===== src/rtl/gate_sweep_pkg.sv =====
// -----------------------------------------------------------------------------
// gate_sweep_pkg
// Shared types and helpers for the AOI21 gate sweep driver.
//   sweep_state_e : sweep controller state encoding
//   NUM_COMBOS    : number of input combinations swept (3 inputs)
//   golden_aoi21  : reference AOI21 function, ~((in0 & in1) | in2)
//   combo_drive   : combination index -> {in2, in1, in0}; in0 takes the index MSB
// -----------------------------------------------------------------------------
package gate_sweep_pkg;

    typedef enum logic [1:0] {
        IDLE  = 2'd0,
        DRIVE = 2'd1,
        DONE  = 2'd2
    } sweep_state_e;

    localparam int NUM_COMBOS = 8;
    localparam int IDX_W      = 3;

    function automatic logic golden_aoi21(input logic in0, input logic in1, input logic in2);
        return ~((in0 & in1) | in2);
    endfunction

    // Bit-reversed mapping: index bit 2 drives in0, index bit 0 drives in2.
    function automatic logic [2:0] combo_drive(input logic [IDX_W-1:0] idx);
        return {idx[0], idx[1], idx[2]};
    endfunction

endpackage


===== src/rtl/gate_sweep_golden.sv =====
// -----------------------------------------------------------------------------
// gate_sweep_golden
// Combinational golden AOI21 used to judge the response of the gate under test.
// Ports:
//   in0, in1, in2 : input  - registered stimulus currently driven to the gate
//   golden        : output - expected AOI21 response for that stimulus
// -----------------------------------------------------------------------------
module gate_sweep_golden
    import gate_sweep_pkg::*;
(
    input  logic in0,
    input  logic in1,
    input  logic in2,
    output logic golden
);

    always_comb begin
        golden = golden_aoi21(in0, in1, in2);
    end

endmodule


===== src/rtl/gate_sweep_driver.sv =====
// -----------------------------------------------------------------------------
// gate_sweep_driver
// Walks all eight input combinations of an AOI21 gate under test, holds each
// for SETTLE+1 cycles, samples the gate response on the last of those cycles,
// records it in a truth table and counts mismatches against a golden AOI21.
//
// Parameter:
//   SETTLE (1..15)   : extra cycles each combination is held before sampling
// Ports:
//   clk              : input  - sole clock, rising edge
//   reset            : input  - synchronous, active-low
//   start            : input  - begin a sweep (accepted only in IDLE)
//   busy             : output - high while driving combinations
//   done             : output - one-cycle pulse at sweep completion
//   drv_in0..2       : output - stimulus to the gate under test
//   dut_out          : input  - response of the gate under test
//   truth_tbl[7:0]   : output - bit i = response sampled for combination i
//   err_count[3:0]   : output - number of mismatches in the last sweep
//   pass             : output - last sweep had no mismatch
//   first_fail_vld   : output - a mismatch was seen   (GATE_SWEEP_DRIVER_FIRST_FAIL_EN)
//   first_fail_idx   : output - index of first mismatch (GATE_SWEEP_DRIVER_FIRST_FAIL_EN)
//
// Optional feature macro: GATE_SWEEP_DRIVER_FIRST_FAIL_EN
//
// State | meaning
// ------+-----------------------------------------------------------
// IDLE  | outputs parked at 0, previous results held, waiting on start
// DRIVE | combination idx_q driven, settle counter running, sampling
// DONE  | one-cycle done pulse, results final, back to IDLE
// -----------------------------------------------------------------------------
module gate_sweep_driver
    import gate_sweep_pkg::*;
#(
    parameter int unsigned SETTLE = 1
) (
    input  logic       clk,
    input  logic       reset,
    input  logic       start,
    output logic       busy,
    output logic       done,
    output logic       drv_in0,
    output logic       drv_in1,
    output logic       drv_in2,
    input  logic       dut_out,
    output logic [7:0] truth_tbl,
    output logic [3:0] err_count,
    output logic       pass
`ifdef GATE_SWEEP_DRIVER_FIRST_FAIL_EN
    ,
    output logic       first_fail_vld,
    output logic [2:0] first_fail_idx
`endif
);

    localparam logic [3:0]       SETTLE_TC  = 4'(SETTLE);
    localparam logic [IDX_W-1:0] LAST_COMBO = IDX_W'(NUM_COMBOS - 1);

    sweep_state_e     state_q;
    sweep_state_e     state_nxt;

    logic [IDX_W-1:0] idx_q;
    logic [3:0]       settle_q;
    logic [2:0]       drv_q;        // {in2, in1, in0}
    logic [7:0]       truth_q;
    logic [3:0]       err_q;
    logic             pass_q;

    logic             golden_w;
    logic             mismatch;
    logic [3:0]       err_nxt;
    logic             settle_tc;
    logic             last_combo;
    logic             accept;
    logic             sample;

    gate_sweep_golden u_golden (
        .in0    (drv_q[0]),
        .in1    (drv_q[1]),
        .in2    (drv_q[2]),
        .golden (golden_w)
    );

    assign settle_tc  = (settle_q == SETTLE_TC);
    assign last_combo = (idx_q == LAST_COMBO);
    assign mismatch   = dut_out ^ golden_w;
    assign err_nxt    = err_q + {3'b000, mismatch};

    always_ff @(posedge clk) begin
        if (!reset) begin
            state_q <= IDLE;
        end else begin
            state_q <= state_nxt;
        end
    end

    always_comb begin
        state_nxt = state_q;
        busy      = 1'b0;
        done      = 1'b0;
        accept    = 1'b0;
        sample    = 1'b0;
        case (state_q)
            IDLE: begin
                if (start) begin
                    accept    = 1'b1;
                    state_nxt = DRIVE;
                end
            end
            DRIVE: begin
                busy = 1'b1;
                if (settle_tc) begin
                    sample = 1'b1;
                    if (last_combo) begin
                        state_nxt = DONE;
                    end
                end
            end
            DONE: begin
                done      = 1'b1;
                state_nxt = IDLE;
            end
            default: begin
                state_nxt = IDLE;
            end
        endcase
    end

    // Drive registers are loaded one edge ahead so the new combination is
    // already on the pins during the first of its SETTLE+1 hold cycles.
    always_ff @(posedge clk) begin
        if (!reset) begin
            idx_q    <= '0;
            settle_q <= '0;
            drv_q    <= '0;
            truth_q  <= '0;
            err_q    <= '0;
            pass_q   <= 1'b0;
        end else if (accept) begin
            idx_q    <= '0;
            settle_q <= '0;
            drv_q    <= combo_drive('0);
            truth_q  <= '0;
            err_q    <= '0;
            pass_q   <= 1'b0;
        end else if (busy) begin
            if (sample) begin
                truth_q[idx_q] <= dut_out;
                err_q          <= err_nxt;
                if (last_combo) begin
                    drv_q  <= '0;
                    pass_q <= (err_nxt == 4'd0);
                end else begin
                    idx_q    <= idx_q + 1'b1;
                    settle_q <= '0;
                    drv_q    <= combo_drive(idx_q + 1'b1);
                end
            end else begin
                settle_q <= settle_q + 1'b1;
            end
        end
    end

`ifdef GATE_SWEEP_DRIVER_FIRST_FAIL_EN
    logic             ff_vld_q;
    logic [IDX_W-1:0] ff_idx_q;

    always_ff @(posedge clk) begin
        if (!reset) begin
            ff_vld_q <= 1'b0;
            ff_idx_q <= '0;
        end else if (accept) begin
            ff_vld_q <= 1'b0;
            ff_idx_q <= '0;
        end else if (sample && mismatch && !ff_vld_q) begin
            ff_vld_q <= 1'b1;
            ff_idx_q <= idx_q;
        end
    end

    assign first_fail_vld = ff_vld_q;
    assign first_fail_idx = ff_idx_q;
`else
    // No first-fail tracking in this build.
`endif

    assign drv_in0   = drv_q[0];
    assign drv_in1   = drv_q[1];
    assign drv_in2   = drv_q[2];
    assign truth_tbl = truth_q;
    assign err_count = err_q;
    assign pass      = pass_q;

endmodule


===== config.mk =====
export PLATFORM = sky130hd
export DESIGN_NAME = gate_sweep_driver
export DESIGN_NICKNAME = d
export VERILOG_FILES = /design/src/rtl/gate_sweep_pkg.sv /design/src/rtl/gate_sweep_golden.sv /design/src/rtl/gate_sweep_driver.sv
export SDC_FILE = /design/constraint.sdc
export NUM_CORES = 1
export LEC_CHECK = 0
export CAP_MARGIN = 0
export CORE_MARGIN = 2
export CORE_UTILIZATION = 45
export CTS_CLUSTER_DIAMETER = 40
export DETAILED_ROUTE_END_ITERATION = 12
export GPL_TIMING_DRIVEN = 0
export PLACE_DENSITY = 0.71
export SETUP_SLACK_MARGIN = 0.3
export SKIP_CTS_REPAIR_TIMING = 1
export SLEW_MARGIN = 40
export SYNTH_ARGS = -nofsm -noshare
export SYNTH_HDL_FRONTEND = slang
export SYNTH_SLANG_ARGS = --single-unit
export TNS_END_PERCENT = 5

===== constraint.sdc =====
create_clock -name clk -period 2.3 [get_ports clk]
set_input_delay 0.46 -clock clk [delete_from_list [all_inputs] [get_ports clk]]
set_output_delay 0.46 -clock clk [all_outputs]
set_load 0.02 [all_outputs]

* Yosys cells after proc, flatten, opt, wreduce, memory -nomap -nowiden
Cells that the tools add are included.
** Storage, ports and cells
- Bits in registers :: 25
- Bits of input ports :: 4
** Operators by class
- Add/subtract/negate cells :: 3
- $lt $le $gt $ge :: 2
- Equal/unequal tests :: 8
- Mux-type cells :: 16
- Bitwise gates (word level) :: 6
- Reductions and logical operators :: 9
** Operator list (number)
- $reduce_and A3 Y1 :: 3
- $bwmux W8 :: 1
- $mux W4 :: 2
- $ne A2 B2 Y1 const B :: 4
- $mux W1 :: 7
- $mux W2 :: 3
- $add A4 B1 Y4 :: 1
- $add A4 B1 Y4 const B :: 1
- $eq A4 B1 Y1 const B :: 1
- $logic_not A4 Y1 :: 1
- $lt A3 B4 Y1 const B :: 1
- $pmux W2 S2 :: 1
- $reduce_and A2 Y1 :: 2
- $add A3 B1 Y3 const B :: 1
- $demux W1 S3 :: 1
- $eq A3 B3 Y1 const B :: 1
- $ge A3 B1 Y1 const B :: 1
- $mux W3 :: 1
- $not A1 Y1 :: 3
- $eq A2 B1 Y1 const B :: 1
- $eq A2 B2 Y1 const B :: 1
- $logic_not A2 Y1 :: 1
- $reduce_or A2 Y1 :: 1
- $and A1 B1 Y1 :: 1
- other kinds (3) :: 3

* Depth between registers and ports, before layout
Gate-level depths: netlist (run 1).
- Depth in word-level cells :: 6
- Gate-level depth with buffers :: 7
- Gate-level depth less buffers :: 7

* Hierarchy
Synthesis (run 1) repeated with hierarchy kept, for this count alone.
** Unflattened totals
- Cells, all modules :: 128
- Area, all modules :: 1208.7 sq um
** Modules (own cells, without submodules)
- gate_sweep_driver :: instances 1, cells each 127, area each 1199.9 sq um, sequential area each 500.5 sq um
- gate_sweep_golden :: instances 1, cells each 1, area each 8.8 sq um, sequential area each 0.0 sq um

* Worst setup path after synthesis (run 1)
Ideal clock, no wire load.
- Path kind :: flip-flop to flip-flop
- From :: reg drv_q[1]
- To :: reg err_q[2], in the netlist err_count[2]
- Setup time :: 70 ps
- Arrival time :: 1754 ps
- Data required time :: 2230 ps
- Setup slack :: 477 ps
- Stages on the path, launching flop included :: 8
- Period minus slack after synthesis :: 1823 ps
- Cell sequence :: dfxtp_1 a21oi_1 xor2_1 ha_1 ha_1 inv_1 or4_1 a21oi_1
** On the way
- Longest elaborated chain between the ends :: 5
** Ends and longest elaborated chain
- start, declared :: line gate_sweep_driver.sv:63 : logic [2:0] drv_q;
- start signal, assigned :: line gate_sweep_driver.sv:141 : drv_q <= combo_drive('0);
- start signal, assigned :: line gate_sweep_driver.sv:155 : drv_q <= combo_drive(idx_q + 1'b1);
- $and A1 B1 Y1 :: line gate_sweep_pkg.sv:21 : return ~((in0 & in1) | in2);
- $or A1 B1 Y1 :: line gate_sweep_pkg.sv:21
- $not A1 Y1 :: line gate_sweep_pkg.sv:21
- $xor A1 B1 Y1 :: line gate_sweep_driver.sv:85 : assign mismatch = dut_out ^ golden_w;
- $add A4 B1 Y4 :: line gate_sweep_driver.sv:86 : assign err_nxt = err_q + {3'b000, mismatch};
- end signal, assigned :: line gate_sweep_driver.sv:148 : err_q <= err_nxt;
- end, declared :: line gate_sweep_driver.sv:65 : logic [3:0] err_q;
Every way passes these cells.
A chain may end at the register's enable or synchronous reset.

* Worst setup path in the final report (run 1)
Ends and elaborated chain as after synthesis.

==> impl_metrics.env, run 1 <==
export IMPL_status="finished clean"
export IMPL_synthArstFlopShare_pct=0
export IMPL_numPortBuffers=21
export IMPL_stdcell_area_um2=1580
export IMPL_numCtsBuffers=3
export IMPL_r2r_slack_ps=370
export IMPL_vias_per_cell=5.91
export IMPL_antenna_found_initial=0
export IMPL_final_hold_violation_count=0
export IMPL_ant_nets=0
export IMPL_cts_tree="yes"
export IMPL_synthCells=138
export IMPL_path_max_fanout=3
export IMPL_final_nets=176
export IMPL_dpl_cell_area_um2=1520
export IMPL_die_height_um=57.2
export IMPL_tns_ps=0
export IMPL_initial_core_util_pct=46.9
export IMPL_grt_pass1_wl_mm=4.95
export IMPL_drcViolationCount=0
export IMPL_fin_cells=196
export IMPL_cts_sinks=25
export IMPL_maxSlewViolCount=0
export IMPL_gp_congestion=0.828
export IMPL_syn_nets=148
export IMPL_synth_seq_cells=25
export IMPL_via_count=1158
export IMPL_core_um2=2710
export IMPL_die_x_um=57.2
export IMPL_period_share_pct=83.9
export IMPL_final_common_cell="dfxtp_1"
export IMPL_yosysSeqAreaShare_pct=39.4
export IMPL_first_iter_violations=35
export IMPL_synth_ff_type="dfxtp_1"
export IMPL_relSlewSlack_pct=62.6
export IMPL_ios=22
export IMPL_root_buffer="clkbuf_4"
export IMPL_end_kind="register"
export IMPL_wl_per_cell_um=14.4
export IMPL_grt_use_total_pct=18.9
export IMPL_synth_edf_count=0
export IMPL_drv_cap=0
export IMPL_hold_path_depth=2
export IMPL_clk_pin_slew_worst_paths_ps=150
export IMPL_num_rows=19
export IMPL_power_leakage_nw=0.639
export IMPL_period_needed_ps=1930
export IMPL_yosys_warnings=0
export IMPL_r2r_cells=7
export IMPL_crit_required_ps=2560
export IMPL_min_path_type="reg2reg"
export IMPL_yosys_cell_types_count=40
export IMPL_rsz0062_at_grt="true"
export IMPL_finalClockSkew_ps=13.6
export IMPL_arrival_ps=2190
export IMPL_syn2layout_area_growth_pct=24.4
export IMPL_grt_remaining_overflow=0
export IMPL_setup_viol=0
export IMPL_dr_pass1_iters=4
export IMPL_dp_cells=190
export IMPL_netlist_area_um2=1270
export IMPL_cts_htree_levels=1
export IMPL_final_cell_mix="dfxtp_1, clkdlybuf4s50_1, nand3_1"
export IMPL_ir_drop_mv=0.296
export IMPL_regArea_um2=500
export IMPL_grt_max_degree=15
export IMPL_crit_type="reg2reg"
export IMPL_first_global_vias=1101
export IMPL_max_clock_freq_mhz=518
export IMPL_fillCellCount=262
export IMPL_tightest_slew_ps=559
export IMPL_die_area_um2=3270
export IMPL_drive_above_1_share_pct=13.3
export IMPL_multi_input_area_um2=714
export IMPL_final_core_util_pct=58.4
export IMPL_diodes=0
export IMPL_drt_wl_total_mm=2.82
export IMPL_hpwlAfterDp_mm=2.03
export IMPL_syn_area_per_cell_um2=9.21
export IMPL_cts_buffer_depth=2
export IMPL_powerDensity_nw_per_um2=447
export IMPL_worstSkewPairLatency_ps=320
export IMPL_start_kind="register"
-- synthesized netlist by cell type, types with 2 or more instances --
cell	n	area share [%]
nand4_1	3	1.5
nand2_1	2	0.59
mux2i_1	8	6.3
ha_1	6	5.9
dfxtp_1	25	39
nor2_1	2	0.59
nor3b_1	2	1.2
buf_2	3	1.2
clkbuf_1	3	0.89
or4_1	3	1.8
and4bb_2	2	2.0
nand4b_1	4	2.8
o31ai_1	5	3.0
a2111oi_0	2	1.4
inv_1	5	1.5
a21oi_1	14	5.5
nand3_1	15	5.9
xor2_1	2	1.4
or3_1	3	1.5
o21ai_0	9	3.5
-- cell type report --
cell class / instances / share of cell area (%)
Buffer: 9 / 3.09
Clock buffer: 3 / 1.42
Clock inverter: 1 / 0.316
Inverter: 5 / 1.19
Multi-Input combinational cell: 99 / 45.2
Sequential cell: 25 / 31.6
Tap cell: 31 / 2.45
Timing Repair Buffer: 23 / 14.7
-- worst paths after layout --
check	from	end
hold / removal	truth_tbl[5]$_SDFFE_PP0P_	truth_tbl[5]$_SDFFE_PP0P_
hold reg to reg	truth_tbl[5]$_SDFFE_PP0P_	truth_tbl[5]$_SDFFE_PP0P_
setup / recovery	drv_q[1]$_SDFFE_PP0P_	err_count[2]$_SDFFE_PP0P_
setup reg to reg	drv_q[1]$_SDFFE_PP0P_	err_count[2]$_SDFFE_PP0P_
-- cells by family after synthesis --
family | count (synthesis) | share of synthesized area (%)
AO/OA/AOI/OAI | 34 | 16.0
XOR/XNOR | 2 | 1.38
adder cells (fa/ha/maj) | 6 | 5.91
buffers and inverters | 14 | 5.31
flip-flops | 25 | 39.4
multiplexers | 8 | 6.30
AND/OR/NAND/NOR | 49 | 25.7
-- through the flow --
step	power, mW	hold WS, ps	setup slack (ps)
2_1_floorplan	0.489	469	477
3_3_place_gp	0.510	456	-292
3_5_place_dp	0.512	464	-290
4_1_cts	0.706	490	11.3
5_1_grt	0.739	520	219
6_report	0.706	484	370
-- power by group --
group | total (mW) | leakage (nW) | switching, mW | internal (mW)
Combinational | 0.0649 | 0.419 | 0.0399 | 0.0250
Sequential | 0.440 | 0.202 | 0.00264 | 0.437
Clock | 0.202 | 0.0177 | 0.137 | 0.0651
-- sequential cells by signal (all words and copies together), names as in the netlist --
signal / flops
err_count: 4
state_q: 2
drv_q: 3
idx_q: 3
pass: 1
truth_tbl: 8
settle_q: 4
-- metal layers --
metal | up-vias | wire length (um) | GRT usage (%)
met5 | - | 0 | 0
met4 | 0 | 32 | 5.98
met3 | 4 | 82 | 2.72
met2 | 26 | 1330 | 31.2
met1 | 551 | 1380 | 25.6
li1 | 577 | - | -
-- critical path, stage by stage, from the launching register on --
cell and delay, ps:
dfxtp_1 350, a21oi_1 170, xor2_1 200, ha_2 240, ha_2 200, inv_1 50, or4_1 500, a21oi_1 150
(Power assumes the default switching activity.)
==> run 2, diff against run 1 <==
- clock period: 2.3 -> 1.9 ns (I/O delays scaled with it)
==> run 2 against run 1 <==
Compared with the run above:
- core utilization is 2.9 points higher
- largest cell class unchanged
- maximum frequency grew 5.5%
- global-route usage is 0.29 points higher
- count of clock-buffer cells in the layout unchanged
- total power up 23%
==> impl_metrics.env, run 2 (same netlist as run 1, synthesis figures left out) <==
export IMPL_status="finished clean"
export IMPL_numCtsBuffers=3
export IMPL_setup_viol=0
export IMPL_totalPowerFinal_mw=0.871
export IMPL_drv_cap=0
export IMPL_crit_chain="a21oi_2 -> xor2_1 -> ha_2 -> ha_4 -> inv_2 -> or4_1 -> a21oi_1"
export IMPL_grt_remaining_overflow=0
export IMPL_wl_per_cell_um=15.8
export IMPL_max_clock_freq_mhz=546
export IMPL_period_share_pct=96.3
export IMPL_crit_required_ps=2170
export IMPL_period_needed_ps=1830
export IMPL_via_count=1188
export IMPL_grt_max_degree=16
export IMPL_clk_pin_slew_worst_paths_ps=150
export IMPL_start_kind="register"
export IMPL_ir_drop_mv=0.394
export IMPL_numPortBuffers=21
export IMPL_ios=22
export IMPL_end_kind="register"
export IMPL_dpl_cell_area_um2=1550
export IMPL_fin_cells=194
export IMPL_die_x_um=57.2
export IMPL_dp_worst_setup_slack_ps=-523
export IMPL_power_leakage_nw=0.905
export IMPL_final_core_util_pct=61.2
export IMPL_crit_buf_inv=1
export IMPL_cp_slowest_cell="or4_1"
export IMPL_tightest_slew_ps=580
export IMPL_powerDensity_nw_per_um2=525
export IMPL_worstSkewPairLatency_ps=330
export IMPL_diodes=0
export IMPL_final_common_cell="dfxtp_1"
export IMPL_largest_reg_flops=8
export IMPL_cts_sinks=25
export IMPL_finalClockSkew_ps=10.8
export IMPL_relSlewSlack_pct=61.2
export IMPL_stdcell_area_um2=1660
export IMPL_die_height_um=57.2
export IMPL_drive_above_1_share_pct=21.5
export IMPL_gp_congestion=0.752
export IMPL_cts_tree="yes"
export IMPL_cts_htree_levels=1
export IMPL_hpwlAfterDp_mm=2.21
export IMPL_final_nets=174
export IMPL_tns_ps=0
export IMPL_final_cell_mix="dfxtp_1, dlymetal6s2s_1, nand3_1"
export IMPL_final_hold_violation_count=0
export IMPL_arrival_ps=2100
export IMPL_cts_buffer_depth=2
export IMPL_initial_core_util_pct=46.9
export IMPL_dr_pass1_iters=4
export IMPL_layout_setup_ws_ps=70.1
export IMPL_grt_use_total_pct=19.2
export IMPL_first_iter_violations=18
export IMPL_grt_pass1_wl_mm=4.95
export IMPL_cp_top_family="simple AND/OR/NAND/NOR gates"
export IMPL_syn2layout_area_growth_pct=30.5
export IMPL_ant_nets=0
export IMPL_root_buffer="clkbuf_4"
export IMPL_vias_per_cell=6.12
export IMPL_timing_hold_ws_ps=468
export IMPL_crit_type="reg2reg"
export IMPL_drt_wl_total_mm=3.07
export IMPL_drcViolationCount=0
export IMPL_antenna_found_initial=0
export IMPL_min_path_type="in2reg"
export IMPL_maxSlewViolCount=0
export IMPL_dp_cells=190
export IMPL_first_global_vias=1137
export IMPL_num_rows=19
export IMPL_path_max_fanout=4
export IMPL_core_um2=2710
export IMPL_die_area_um2=3270
export IMPL_rsz0062_at_grt="true"
export IMPL_max_stage_delay_ps=470
run 2: cell types whose count changed in the layout (fill, tap and decap cells not counted), sizes merged:
cell / change
clkdlybuf4s50: -16
dlymetal6s2s: +14
buf: -2
clkbuf: +2
clkinv: -1
clkinvlp: +1
run 2: final timing paths:
| path | startpoint | to | slack (ps) | depth (start not counted) |
|---|---|---|---|---|
| worst max-delay path | drv_q[0]$_SDFFE_PP0P_ | err_count[2]$_SDFFE_PP0P_ | 70 | 7 |
| worst min-delay path | dut_out | truth_tbl[2]$_SDFFE_PP0P_ | 470 | 3 |
| worst max register to register | drv_q[0]$_SDFFE_PP0P_ | err_count[2]$_SDFFE_PP0P_ | 70 | 7 |
| worst min register to register | truth_tbl[7]$_SDFFE_PP0P_ | truth_tbl[7]$_SDFFE_PP0P_ | 480 | 2 |
run 2: final cells by class:
| cell class | instances | area [um2] |
|---|---|---|
| buffer | 9 | 56.3 |
| sequential | 25 | 508 |
| tap | 31 | 38.8 |
| timing repair buffer | 21 | 245 |
| multi-input combinational | 99 | 762 |
| clock buffer | 3 | 22.5 |
| fill | 240 | 1050 |
| clock inverter | 1 | 7.51 |
| inverter | 5 | 18.8 |
run 2: routing by layer:
metal  GRT usage [%]  share of wire [%]  vias up
met3            2.49                2.8        7
met4            9.30                2.1        0
met5               0                  0        -
met1            23.9                 45      586
li1                -                  -      573
met2            32.7                 50       22
run 2: worst min-delay path: stages:
cell            delay, ps
dlymetal6s2s_1        150
nand3_2               150
mux2i_1                80
run 2: power breakdown:
| part | total (mW) | switching (mW) | internal, mW |
|---|---|---|---|
| Combinational | 0.0870 | 0.0521 | 0.0349 |
| Clock | 0.253 | 0.172 | 0.0806 |
| Sequential | 0.531 | 0.00320 | 0.528 |
